[src/rtl/rtc_pkg.sv]
// Shared encodings, field ranges and the month-length helper for the
// settable real-time calendar.
package rtc_pkg;

    localparam logic [2:0] FLD_YEAR   = 3'd0;
    localparam logic [2:0] FLD_MONTH  = 3'd1;
    localparam logic [2:0] FLD_DAY    = 3'd2;
    localparam logic [2:0] FLD_HOUR   = 3'd3;
    localparam logic [2:0] FLD_MINUTE = 3'd4;
    localparam logic [2:0] FLD_SECOND = 3'd5;

    localparam logic [7:0] YEAR_MIN   = 8'd0;
    localparam logic [7:0] YEAR_MAX   = 8'd99;
    localparam logic [7:0] MONTH_MIN  = 8'd1;
    localparam logic [7:0] MONTH_MAX  = 8'd12;
    localparam logic [7:0] DAY_MIN    = 8'd1;
    localparam logic [7:0] HOUR_MIN   = 8'd0;
    localparam logic [7:0] HOUR_MAX   = 8'd23;
    localparam logic [7:0] MINSEC_MIN = 8'd0;
    localparam logic [7:0] MINSEC_MAX = 8'd59;

    localparam logic [0:0] ST_RUN = 1'b0;
    localparam logic [0:0] ST_SET = 1'b1;

    typedef struct packed {
        logic [7:0] year;
        logic [7:0] month;
        logic [7:0] day;
        logic [7:0] hour;
        logic [7:0] minute;
        logic [7:0] second;
    } cal_t;

    // Years are 2000..2099, so divisible-by-4 is the full leap rule.
    function automatic logic [7:0] days_in_month(input logic [7:0] month,
                                                 input logic [7:0] year);
        case (month)
            8'd4, 8'd6, 8'd9, 8'd11: days_in_month = 8'd30;
            8'd2:                    days_in_month = (year[1:0] == 2'b00) ? 8'd29 : 8'd28;
            default:                 days_in_month = 8'd31;
        endcase
    endfunction

endpackage

[src/rtl/sw_debounce.sv]
// Single-switch debouncer: the accepted level flips only after the raw input
// has disagreed with it for DEBOUNCE_CYC consecutive cycles.
module sw_debounce #(
    parameter int DEBOUNCE_CYC = 1000000
) (
    input  logic clk,
    input  logic rst,
    input  logic raw,
    output logic level,
    output logic rise
);

    localparam int CW = (DEBOUNCE_CYC > 1) ? $clog2(DEBOUNCE_CYC) : 1;
    localparam logic [CW-1:0] CNT_LAST = CW'(DEBOUNCE_CYC - 1);

    logic [CW-1:0] cnt;

    always_ff @(posedge clk) begin
        if (rst) begin
            cnt   <= '0;
            level <= 1'b0;
            rise  <= 1'b0;
        end else begin
            rise <= 1'b0;
            if (raw == level) begin
                cnt <= '0;
            end else if (cnt == CNT_LAST) begin
                cnt   <= '0;
                level <= raw;
                rise  <= raw;
            end else begin
                cnt <= cnt + CW'(1);
            end
        end
    end

endmodule

[src/rtl/rtc_calendar_set.sv]
// Date/time counter with 1 Hz prescaler, leap-aware calendar and a
// switch-driven set mode (field select, inc/dec, blink flag).
module rtc_calendar_set
    import rtc_pkg::*;
#(
    parameter int CLK_HZ       = 50000000,
    parameter int DEBOUNCE_CYC = 1000000,
    parameter int BLINK_CYC    = 12500000,
    parameter int RESET_YEAR   = 0
) (
    input  logic       clk,
    input  logic       rst,
    input  logic [3:0] sw_in,
    output logic [7:0] year,
    output logic [7:0] month,
    output logic [7:0] day,
    output logic [7:0] hour,
    output logic [7:0] minute,
    output logic [7:0] second,
    output logic       set_mode,
    output logic [2:0] set_field,
    output logic       blink,
    output logic       tick_1hz
);

    localparam int PW = (CLK_HZ > 1) ? $clog2(CLK_HZ) : 1;
    localparam int BW = (BLINK_CYC > 1) ? $clog2(BLINK_CYC) : 1;
    localparam logic [PW-1:0] PRESC_LAST = PW'(CLK_HZ - 1);
    localparam logic [BW-1:0] BLINK_LAST = BW'(BLINK_CYC - 1);
    localparam cal_t RESET_CAL = '{8'(RESET_YEAR), MONTH_MIN, DAY_MIN,
                                   HOUR_MIN, MINSEC_MIN, MINSEC_MIN};

    logic [3:0]    rise;
    logic [3:0]    level;
    logic [3:0]    press;
    logic [0:0]    state;
    logic [PW-1:0] presc;
    logic [PW-1:0] presc_nxt;
    logic [BW-1:0] blink_cnt;
    logic [2:0]    field;
    logic          blink_q;
    logic          tick_q;
    cal_t          cal;
    cal_t          cal_nxt;

    for (genvar i = 0; i < 4; i++) begin : g_db
        sw_debounce #(.DEBOUNCE_CYC(DEBOUNCE_CYC)) u_db (
            .clk   (clk),
            .rst   (rst),
            .raw   (sw_in[i]),
            .level (level[i]),
            .rise  (rise[i])
        );
    end

    // A rise is only acted on while its accepted level is still high.
    assign press = rise & level;

    function automatic logic [7:0] step(input logic [7:0] v,
                                        input logic [7:0] lo,
                                        input logic [7:0] hi,
                                        input logic       up);
        if (up) step = (v >= hi) ? lo : v + 8'd1;
        else    step = (v <= lo) ? hi : v - 8'd1;
    endfunction

    function automatic cal_t advance(input cal_t c);
        cal_t r;
        r = c;
        if (c.second != MINSEC_MAX) begin
            r.second = c.second + 8'd1;
        end else begin
            r.second = MINSEC_MIN;
            if (c.minute != MINSEC_MAX) begin
                r.minute = c.minute + 8'd1;
            end else begin
                r.minute = MINSEC_MIN;
                if (c.hour != HOUR_MAX) begin
                    r.hour = c.hour + 8'd1;
                end else begin
                    r.hour = HOUR_MIN;
                    if (c.day < days_in_month(c.month, c.year)) begin
                        r.day = c.day + 8'd1;
                    end else begin
                        r.day = DAY_MIN;
                        if (c.month != MONTH_MAX) begin
                            r.month = c.month + 8'd1;
                        end else begin
                            r.month = MONTH_MIN;
                            r.year  = (c.year >= YEAR_MAX) ? YEAR_MIN : c.year + 8'd1;
                        end
                    end
                end
            end
        end
        return r;
    endfunction

    // Edits never carry; the day clamp keeps the date legal after a
    // month or year change.
    function automatic cal_t edit(input cal_t c, input logic [2:0] f, input logic up);
        cal_t       r;
        logic [7:0] dim;
        r = c;
        case (f)
            FLD_YEAR:   r.year   = step(c.year, YEAR_MIN, YEAR_MAX, up);
            FLD_MONTH:  r.month  = step(c.month, MONTH_MIN, MONTH_MAX, up);
            FLD_DAY:    r.day    = step(c.day, DAY_MIN, days_in_month(c.month, c.year), up);
            FLD_HOUR:   r.hour   = step(c.hour, HOUR_MIN, HOUR_MAX, up);
            FLD_MINUTE: r.minute = step(c.minute, MINSEC_MIN, MINSEC_MAX, up);
            FLD_SECOND: r.second = step(c.second, MINSEC_MIN, MINSEC_MAX, up);
            default:    r = c;
        endcase
        dim = days_in_month(r.month, r.year);
        if (r.day > dim) r.day = dim;
        return r;
    endfunction

    always_comb begin
        presc_nxt = (presc == PRESC_LAST) ? '0 : presc + PW'(1);
        cal_nxt   = cal;
        if (state == ST_RUN) begin
            if (tick_q) cal_nxt = advance(cal);
        end else if (press[2] ^ press[3]) begin
            cal_nxt = edit(cal, field, press[2]);
        end
    end

    always_ff @(posedge clk) begin
        if (rst) begin
            state     <= ST_RUN;
            presc     <= '0;
            blink_cnt <= '0;
            blink_q   <= 1'b0;
            tick_q    <= 1'b0;
            field     <= FLD_YEAR;
            cal       <= RESET_CAL;
        end else if (press[0]) begin
            // Mode toggle wins over any simultaneous edit or tick.
            state     <= (state == ST_RUN) ? ST_SET : ST_RUN;
            presc     <= '0;
            blink_cnt <= '0;
            blink_q   <= 1'b0;
            tick_q    <= 1'b0;
            field     <= FLD_YEAR;
        end else if (state == ST_RUN) begin
            presc  <= presc_nxt;
            tick_q <= (presc_nxt == PRESC_LAST);
            cal    <= cal_nxt;
        end else begin
            if (blink_cnt == BLINK_LAST) begin
                blink_cnt <= '0;
                blink_q   <= ~blink_q;
            end else begin
                blink_cnt <= blink_cnt + BW'(1);
            end
            if (press[1]) field <= (field == FLD_SECOND) ? FLD_YEAR : field + 3'd1;
            cal <= cal_nxt;
        end
    end

    assign year      = cal.year;
    assign month     = cal.month;
    assign day       = cal.day;
    assign hour      = cal.hour;
    assign minute    = cal.minute;
    assign second    = cal.second;
    assign set_mode  = (state == ST_SET);
    assign set_field = field;
    assign blink     = blink_q;
    assign tick_1hz  = tick_q;

endmodule

[config.mk]
export PLATFORM = sky130hd
export DESIGN_NAME = rtc_calendar_set
export DESIGN_NICKNAME = d
export VERILOG_FILES = /design/src/rtl/rtc_pkg.sv /design/src/rtl/sw_debounce.sv /design/src/rtl/rtc_calendar_set.sv
export SDC_FILE = /design/constraint.sdc
export NUM_CORES = 1
export LEC_CHECK = 0
export ABC_CLOCK_PERIOD_IN_PS = 7100
export CORE_UTILIZATION = 25
export CTS_CLUSTER_DIAMETER = 40
export DETAILED_ROUTE_END_ITERATION = 7
export HOLD_SLACK_MARGIN = 0.12
export PLACE_DENSITY = 0.44
export SLEW_MARGIN = 15
export SYNTH_ARGS = -nofsm -noshare
export SYNTH_HDL_FRONTEND = slang
export SYNTH_SLANG_ARGS = --single-unit
[constraint.sdc]
create_clock -name clk -period 7.1 [get_ports clk]
set_input_delay 0.71 -clock clk [delete_from_list [all_inputs] [get_ports clk]]
set_output_delay 0.71 -clock clk [all_outputs]
set_load 0.01 [all_outputs]
Yosys cells after proc, flatten, opt, wreduce, memory -nomap -nowiden
Index checks and enable logic that the tools add are counted.
{"block": "totals", "output_inout_bits": 54, "wordCells": 200, "input_bits": 6, "register_bits": 192}
{"block": "op_classes", "n_bitwise": 12, "addsub": 19, "n_lt_le_gt_ge": 14, "n_mux": 62, "reduce_logical": 28, "eq_ne": 40}
{"cell": "$mux 8", "count": 47}
{"cell": "$mux 48", "count": 3}
{"cell": "$add 20x1->20 const B", "count": 4}
{"cell": "$eq 20x20->1 const B", "count": 4}
{"cell": "$eq 26x26->1 const B", "count": 2}
{"cell": "$add 8x1->8 const B", "count": 6}
{"cell": "$le 8x1->1 const B", "count": 6}
{"cell": "$mux 24", "count": 2}
{"cell": "$sub 8x1->8 const B", "count": 6}
{"cell": "$mux 40", "count": 1}
{"cell": "$eq 8x3->1 const B", "count": 4}
{"cell": "$eq 8x4->1 const B", "count": 4}
{"cell": "$mux 32", "count": 1}
{"cell": "$add 26x1->26 const B", "count": 1}
{"cell": "$mux 26", "count": 1}
{"cell": "$add 24x1->24 const B", "count": 1}
{"cell": "$eq 24x24->1 const B", "count": 1}
{"cell": "$reduce_or 3->1", "count": 8}
{"cell": "$eq 8x2->1 const B", "count": 2}
{"cell": "$ge 8x6->1 const B", "count": 2}
{"cell": "$mux 16", "count": 1}
{"cell": "$ne 8x6->1 const B", "count": 2}
{"cell": "$reduce_and 2->1", "count": 6}
{"cell": "$reduce_and 6->1", "count": 2}
{"cell": "other kinds (31)", "count": 58}

Logic depth before layout (Yosys ltp)
{"block": "logic_depth", "ltp_word": 16, "depth_mapped": 18, "ltp_nobuf": 18}

Cells and area by module
A second synthesis with hierarchy kept.
{"block": "hier_totals", "hier_cells": 1506, "hier_area_um2": 11710.0}
{"mod": "rtc_calendar_set", "area_per_inst_um2": 7574.8, "cells_per_inst": 1057, "n_inst": 1, "seq_area_each_um2": 2082.0}
{"mod": "sw_debounce (g_db[0].u_db ...)", "area_per_inst_um2": 1034.7, "cells_per_inst": 111, "n_inst": 3, "seq_area_each_um2": 440.4}
{"mod": "sw_debounce (g_db[3].u_db)", "area_per_inst_um2": 1031.0, "cells_per_inst": 116, "n_inst": 1, "seq_area_each_um2": 440.4}

Worst setup path before layout
OpenSTA, ideal clock, no wires.
{"block": "synth_timing", "path_kind": "register to register", "start": "register cal (netlist bit month[0])", "end": "register cal (netlist bit day[1])", "arrival_time_ns": 3.596, "period_less_slack_ns": 3.699, "stages_incl_launch_ff": 18, "required_time_ns": 6.996, "n_path_buf": 0, "setup_slack_ns": 3.401, "setup_ns": 0.104, "path_cell_list": "dfxtp_1 -> inv_1 -> ha_1 -> o21ai_0 -> a21oi_1 -> o21ai_1 -> ha_1 -> nand2b_1 -> a21oi_1 -> o21a_1 -> a221oi_1 -> a21oi_1 -> ha_1 -> a21oi_1 -> a211oi_1 -> a41oi_1 -> and3b_1 -> a2111oi_2"}
{"block": "synth_between", "elab_chain_cells": 16, "elab_cells_between_ends": 51, "classes_between": "2 x add/sub; 5 x order compare; 10 x eq/ne; 32 x mux; 2 x reduce/logical"}
{"item": "start: declaration", "line": "rtc_calendar_set.sv:43", "source": "cal_t cal;"}
{"item": "start signal: assignment", "line": "rtc_calendar_set.sv:149", "source": "cal <= cal_nxt;"}
{"item": "start signal: assignment", "line": "rtc_calendar_set.sv:158", "source": "cal <= cal_nxt;"}
{"item": "$eq 8x3->1 or $eq 8x4->1 (tied branches)", "line": "rtc_pkg.sv:37", "source": "case (month)"}
{"item": "$reduce_or 4->1", "line": "rtc_pkg.sv:37"}
{"item": "$pmux 2 s2", "line": "rtc_pkg.sv:37"}
{"item": "$mux 8", "line": "rtc_calendar_set.sv:105", "source": "case (f)"}
{"item": "$mux 8", "line": "rtc_calendar_set.sv:124", "source": "end else if (press[2] ^ press[3]) begin"}
{"item": "$mux 8", "line": "rtc_calendar_set.sv:122", "source": "if (state == ST_RUN) begin"}
{"item": "$ge 8x8->1", "line": "rtc_calendar_set.sv:63", "source": "if (up) step = (v >= hi) ? lo : v + 8'd1;"}
{"item": "$mux 8 (2 in a row)", "line": "rtc_calendar_set.sv:63"}
{"item": "$mux 8", "line": "rtc_calendar_set.sv:105"}
{"item": "$mux 8", "line": "rtc_calendar_set.sv:124"}
{"item": "$mux 8", "line": "rtc_calendar_set.sv:122"}
{"item": "$gt 8x8->1", "line": "rtc_calendar_set.sv:115", "source": "if (r.day > dim) r.day = dim;"}
{"item": "$mux 8", "line": "rtc_calendar_set.sv:115"}
{"item": "$mux 48", "line": "rtc_calendar_set.sv:124"}
{"item": "$mux 48 (*)", "line": "rtc_calendar_set.sv:122"}
Every way passes the cells marked *; elsewhere a longest branch is shown, timed or not. The select of a mux whose other input is x is not followed.
A chain may end at the register's enable or synchronous reset.

Worst setup path after layout
Ends and elaborated chain as after synthesis.

==> flow_summary.toml <==
[finish]
area_delta_synth_final_pct = 15.1
postLayoutCoreUtil_pct = 29.2
layout-drive-gt1-share_pct = 3.97
final_nets = 1507
n_antenna_cell = 0

[global_routing]
antenna_found_initial = 1
grt_pass1_vias = 9493
grt_pass1_wl_um = 50900
grt_max_degree = 60
globalRouteOverflowTotal = 0
grtUsageTotal_pct = 13.7

[sta]
fin_setup_tns_ns = 0
fin_crit_sh_pct = 60.0
worst_slew_pin_slew_ns = 0.935
skew_ns = 0.0110
setup_viol = 0
slew_violations = 0
fin_crit_ns = 4.26
slew_headroom_pct = 37.5
fmax_mhz = 235
rsz0062_at_grt = "no"
finalHoldViolCount = 0

[logic_synthesis]
async_flop_share_pct = 0
postSynthCellCount = 1472
ys_types = 76
syn_area_per_cell_sq_um = 7.64
synth-main-ff-cell = "dfxtp_1"
netlist_area_sq_mm = 0.0112
ys_ff_latch = 192
yosysWarnings = 0
synth_edf_count = 0
yosysSeqAreaShare_pct = 34.2
synthesis.nets = 1504

[detailed_routing]
wire_per_inst_um = 14.9
final_antenna_net_count = 0
route.detailed.drc = 0
drt_iter0_markers = 794
first_pass_iters = 5
routed_via_density = 4.98
routed_wl_um = 31000
vias = 10360

[setup_path]
worstPathMaxFanout = 11
start_kind = "register"
critPathMostFrequentCell = "a21oi_1"
critPathArrivalTime_ns = 4.63
max_stage_delay_ns = 0.52
crit_type = "register to register"
crit_path_top_delay_cell = "dfxtp_1"
crit_chain = "inv_1, ha_1, o21ai_0, a21oi_1, o21ai_1, ha_1, nand2b_1, a21oi_1, o21a_1, a221oi_1, a21oi_1, ha_1, a21oi_1, a211oi_1, a41oi_1, and3b_1, a2111oi_2"
crit_path_end_kind = "register"
required_ns = 7.47

[cts]
cts_tree = "yes"
cts_setup_buffers = 0
clkTransAtPathRegs_ns = 0.07
cts_buffers = 17
root_buffer = "clkbuf_16"
clockBufferDepth = 2
cts_hold_buffers = 0
clock_latency_ns = 0.48
htree_levels = 4
numClockSinks = 192
cts_resized = 0

[pwr]
total_leakage_power_nw = 4.26
power_density_mw_per_mm2 = 172
ir_drop_v = 0.000165

[die]
dieHeight_um = 214
row_count = 77
die_w_um = 214
top_level_ports = 60
die_area_sq_mm = 0.0458
initial_core_util_pct = 25.4
core_area_sq_mm = 0.0443

[status]
status = "finished clean"

[placement]
io_buffers = 59
place.detailed.hpwl_um = 21200
routabilityCongestion = 0.834

[hold_path]
hold_class = "register to register"

[job]
maxCapViolCount = 0
## worst max-delay path: cells and delay by family, from the launching register on
| kind | cells | cell delay (ns) |
|---|---|---|
| buf+inv | 1 | 0.11 |
| simple gates | 2 | 0.39 |
| fa+ha+maj | 3 | 0.87 |
| compound gates | 11 | 2.25 |
| flops | 1 | 0.52 |
## final cells by class
type	instances	area [sq um]
multi-input combinational	1151	6890
fill	4798	31400
sequential	192	3840
clock buffer	20	447
clock inverter	11	203
timing repair buffer	67	646
inverter	46	173
tap	592	741
## cells by family (layout without fill, tap and decap cells)
family / after synthesis / after routing / synth area share [%]
buffers and inverters: 129 / 144 / 4.57
multiplexers: 13 / 13 / 1.18
adder cells (fa/ha/maj): 26 / 26 / 2.89
AO/OA/AOI/OAI: 315 / 315 / 17.7
AND/OR/NAND/NOR: 675 / 675 / 30.0
flip-flops: 192 / 192 / 34.2
XOR/XNOR: 122 / 122 / 9.50
## metrics by stage
| stage | cells | power [W] | hold WS [ns] | worst slack [ns] | area (sq um) |
|---|---|---|---|---|---|
| floorplan | 1472 | 0.00114 | 0.426 | 3.40 | 11200 |
| global placement | 2048 | 0.00116 | 0.446 | 3.02 | 12300 |
| detailed placement | 2048 | 0.00116 | 0.447 | 2.92 | 12300 |
| CTS | 2079 | 0.00228 | 0.463 | 2.86 | 12900 |
| global route | 2079 | 0.00233 | 0.473 | 2.41 | 12900 |
| finish | 2079 | 0.00223 | 0.457 | 2.84 | 12900 |
## placed cells by master (no fill, tap or decap), types with 12 or more instances in the layout
| master | instances |
|---|---|
| and2_1 | 13 |
| a31oi_1 | 22 |
| a21oi_1 | 94 |
| xor2_1 | 62 |
| nand4_1 | 32 |
| nand3_1 | 89 |
| nor4_1 | 14 |
| nand2_1 | 112 |
| o211ai_1 | 12 |
| ha_1 | 26 |
| a211oi_1 | 13 |
| dfxtp_1 | 191 |
| or3_1 | 28 |
| nor2_1 | 226 |
| inv_1 | 44 |
| o21ai_1 | 32 |
| o21ai_0 | 52 |
| clkbuf_16 | 17 |
| clkdlybuf4s50_1 | 58 |
| nor3_1 | 34 |
| xnor2_1 | 60 |
| and3_1 | 52 |
## sequential cells by signal, indices dropped and copies added, names as in the netlist, 4 cells and up
register	count
presc	26
month	8
g_db.u_db.cnt	80
blink_cnt	24
day	8
second	8
g_db.u_db.level	4
hour	8
year	8
minute	8
g_db.u_db.rise	4
## path summary, 6_finish.rpt
check,startpoint,to,slack (ns),depth (start not counted)
setup / recovery,month[0]$_SDFFE_PP1P_,day[1]$_SDFFE_PP0P_,2.84,17
hold / removal,g_db[1].u_db.cnt[0]$_SDFF_PP0_,g_db[1].u_db.cnt[0]$_SDFF_PP0_,0.46,1
setup reg to reg,month[0]$_SDFFE_PP1P_,day[1]$_SDFFE_PP0P_,2.84,17
hold reg to reg,g_db[1].u_db.cnt[0]$_SDFF_PP0_,g_db[1].u_db.cnt[0]$_SDFF_PP0_,0.46,1
## where the power goes
group / internal, W / total, W / leakage (nW) / switching [W]
clock: 0.000637 / 0.00110 / 0.309 / 0.000463
combinational: 0.0000132 / 0.0000443 / 2.40 / 0.0000311
sequential: 0.00108 / 0.00109 / 1.55 / 0.00000606
## per-layer routing
layer / global-route usage [%] / up-vias / wire, um
met5: 0 / - / 13
met3: 3.97 / 26 / 1400
met1: 18.5 / 4882 / 15200
li1: - / 5263 / -
met4: 4.19 / 2 / 420
met2: 21.0 / 187 / 14000
## synth_stat cells (4+ instances only)
library cell	n	area (sq um)
nor2_1	226	848
dfxtp_1	192	3840
nand2_1	112	420
a21oi_1	94	470
nand3_1	89	445
clkbuf_1	66	248
xor2_1	62	543
xnor2_1	60	526
and3_1	52	325
o21ai_0	52	260
inv_1	44	165
nor3_1	35	175
nand4_1	32	200
o21ai_1	32	160
or3_1	28	175
ha_1	26	325
a31oi_1	22	138
nor4_1	14	87.6
a211oi_1	13	97.6
and2_1	13	81.3
o211ai_1	12	90.1
buf_2	11	55.1
mux2i_1	11	110
o22ai_1	11	68.8
a22oi_1	10	75.1
a311oi_1	10	87.6
a221oi_1	9	78.8
nor3b_1	9	67.6
nor4b_1	9	78.8
or4_1	9	67.6
nand2b_1	7	43.8
nand3b_1	6	45.0
nor2b_1	6	37.5
o31ai_1	6	45.0
and4_1	5	43.8
o32ai_1	5	43.8
a21o_1	4	30.0
a22o_1	4	35.0
nand4b_1	4	35.0
o21a_1	4	30.0
or2_1	4	25.0
Power figures use the tool's default switching activity.
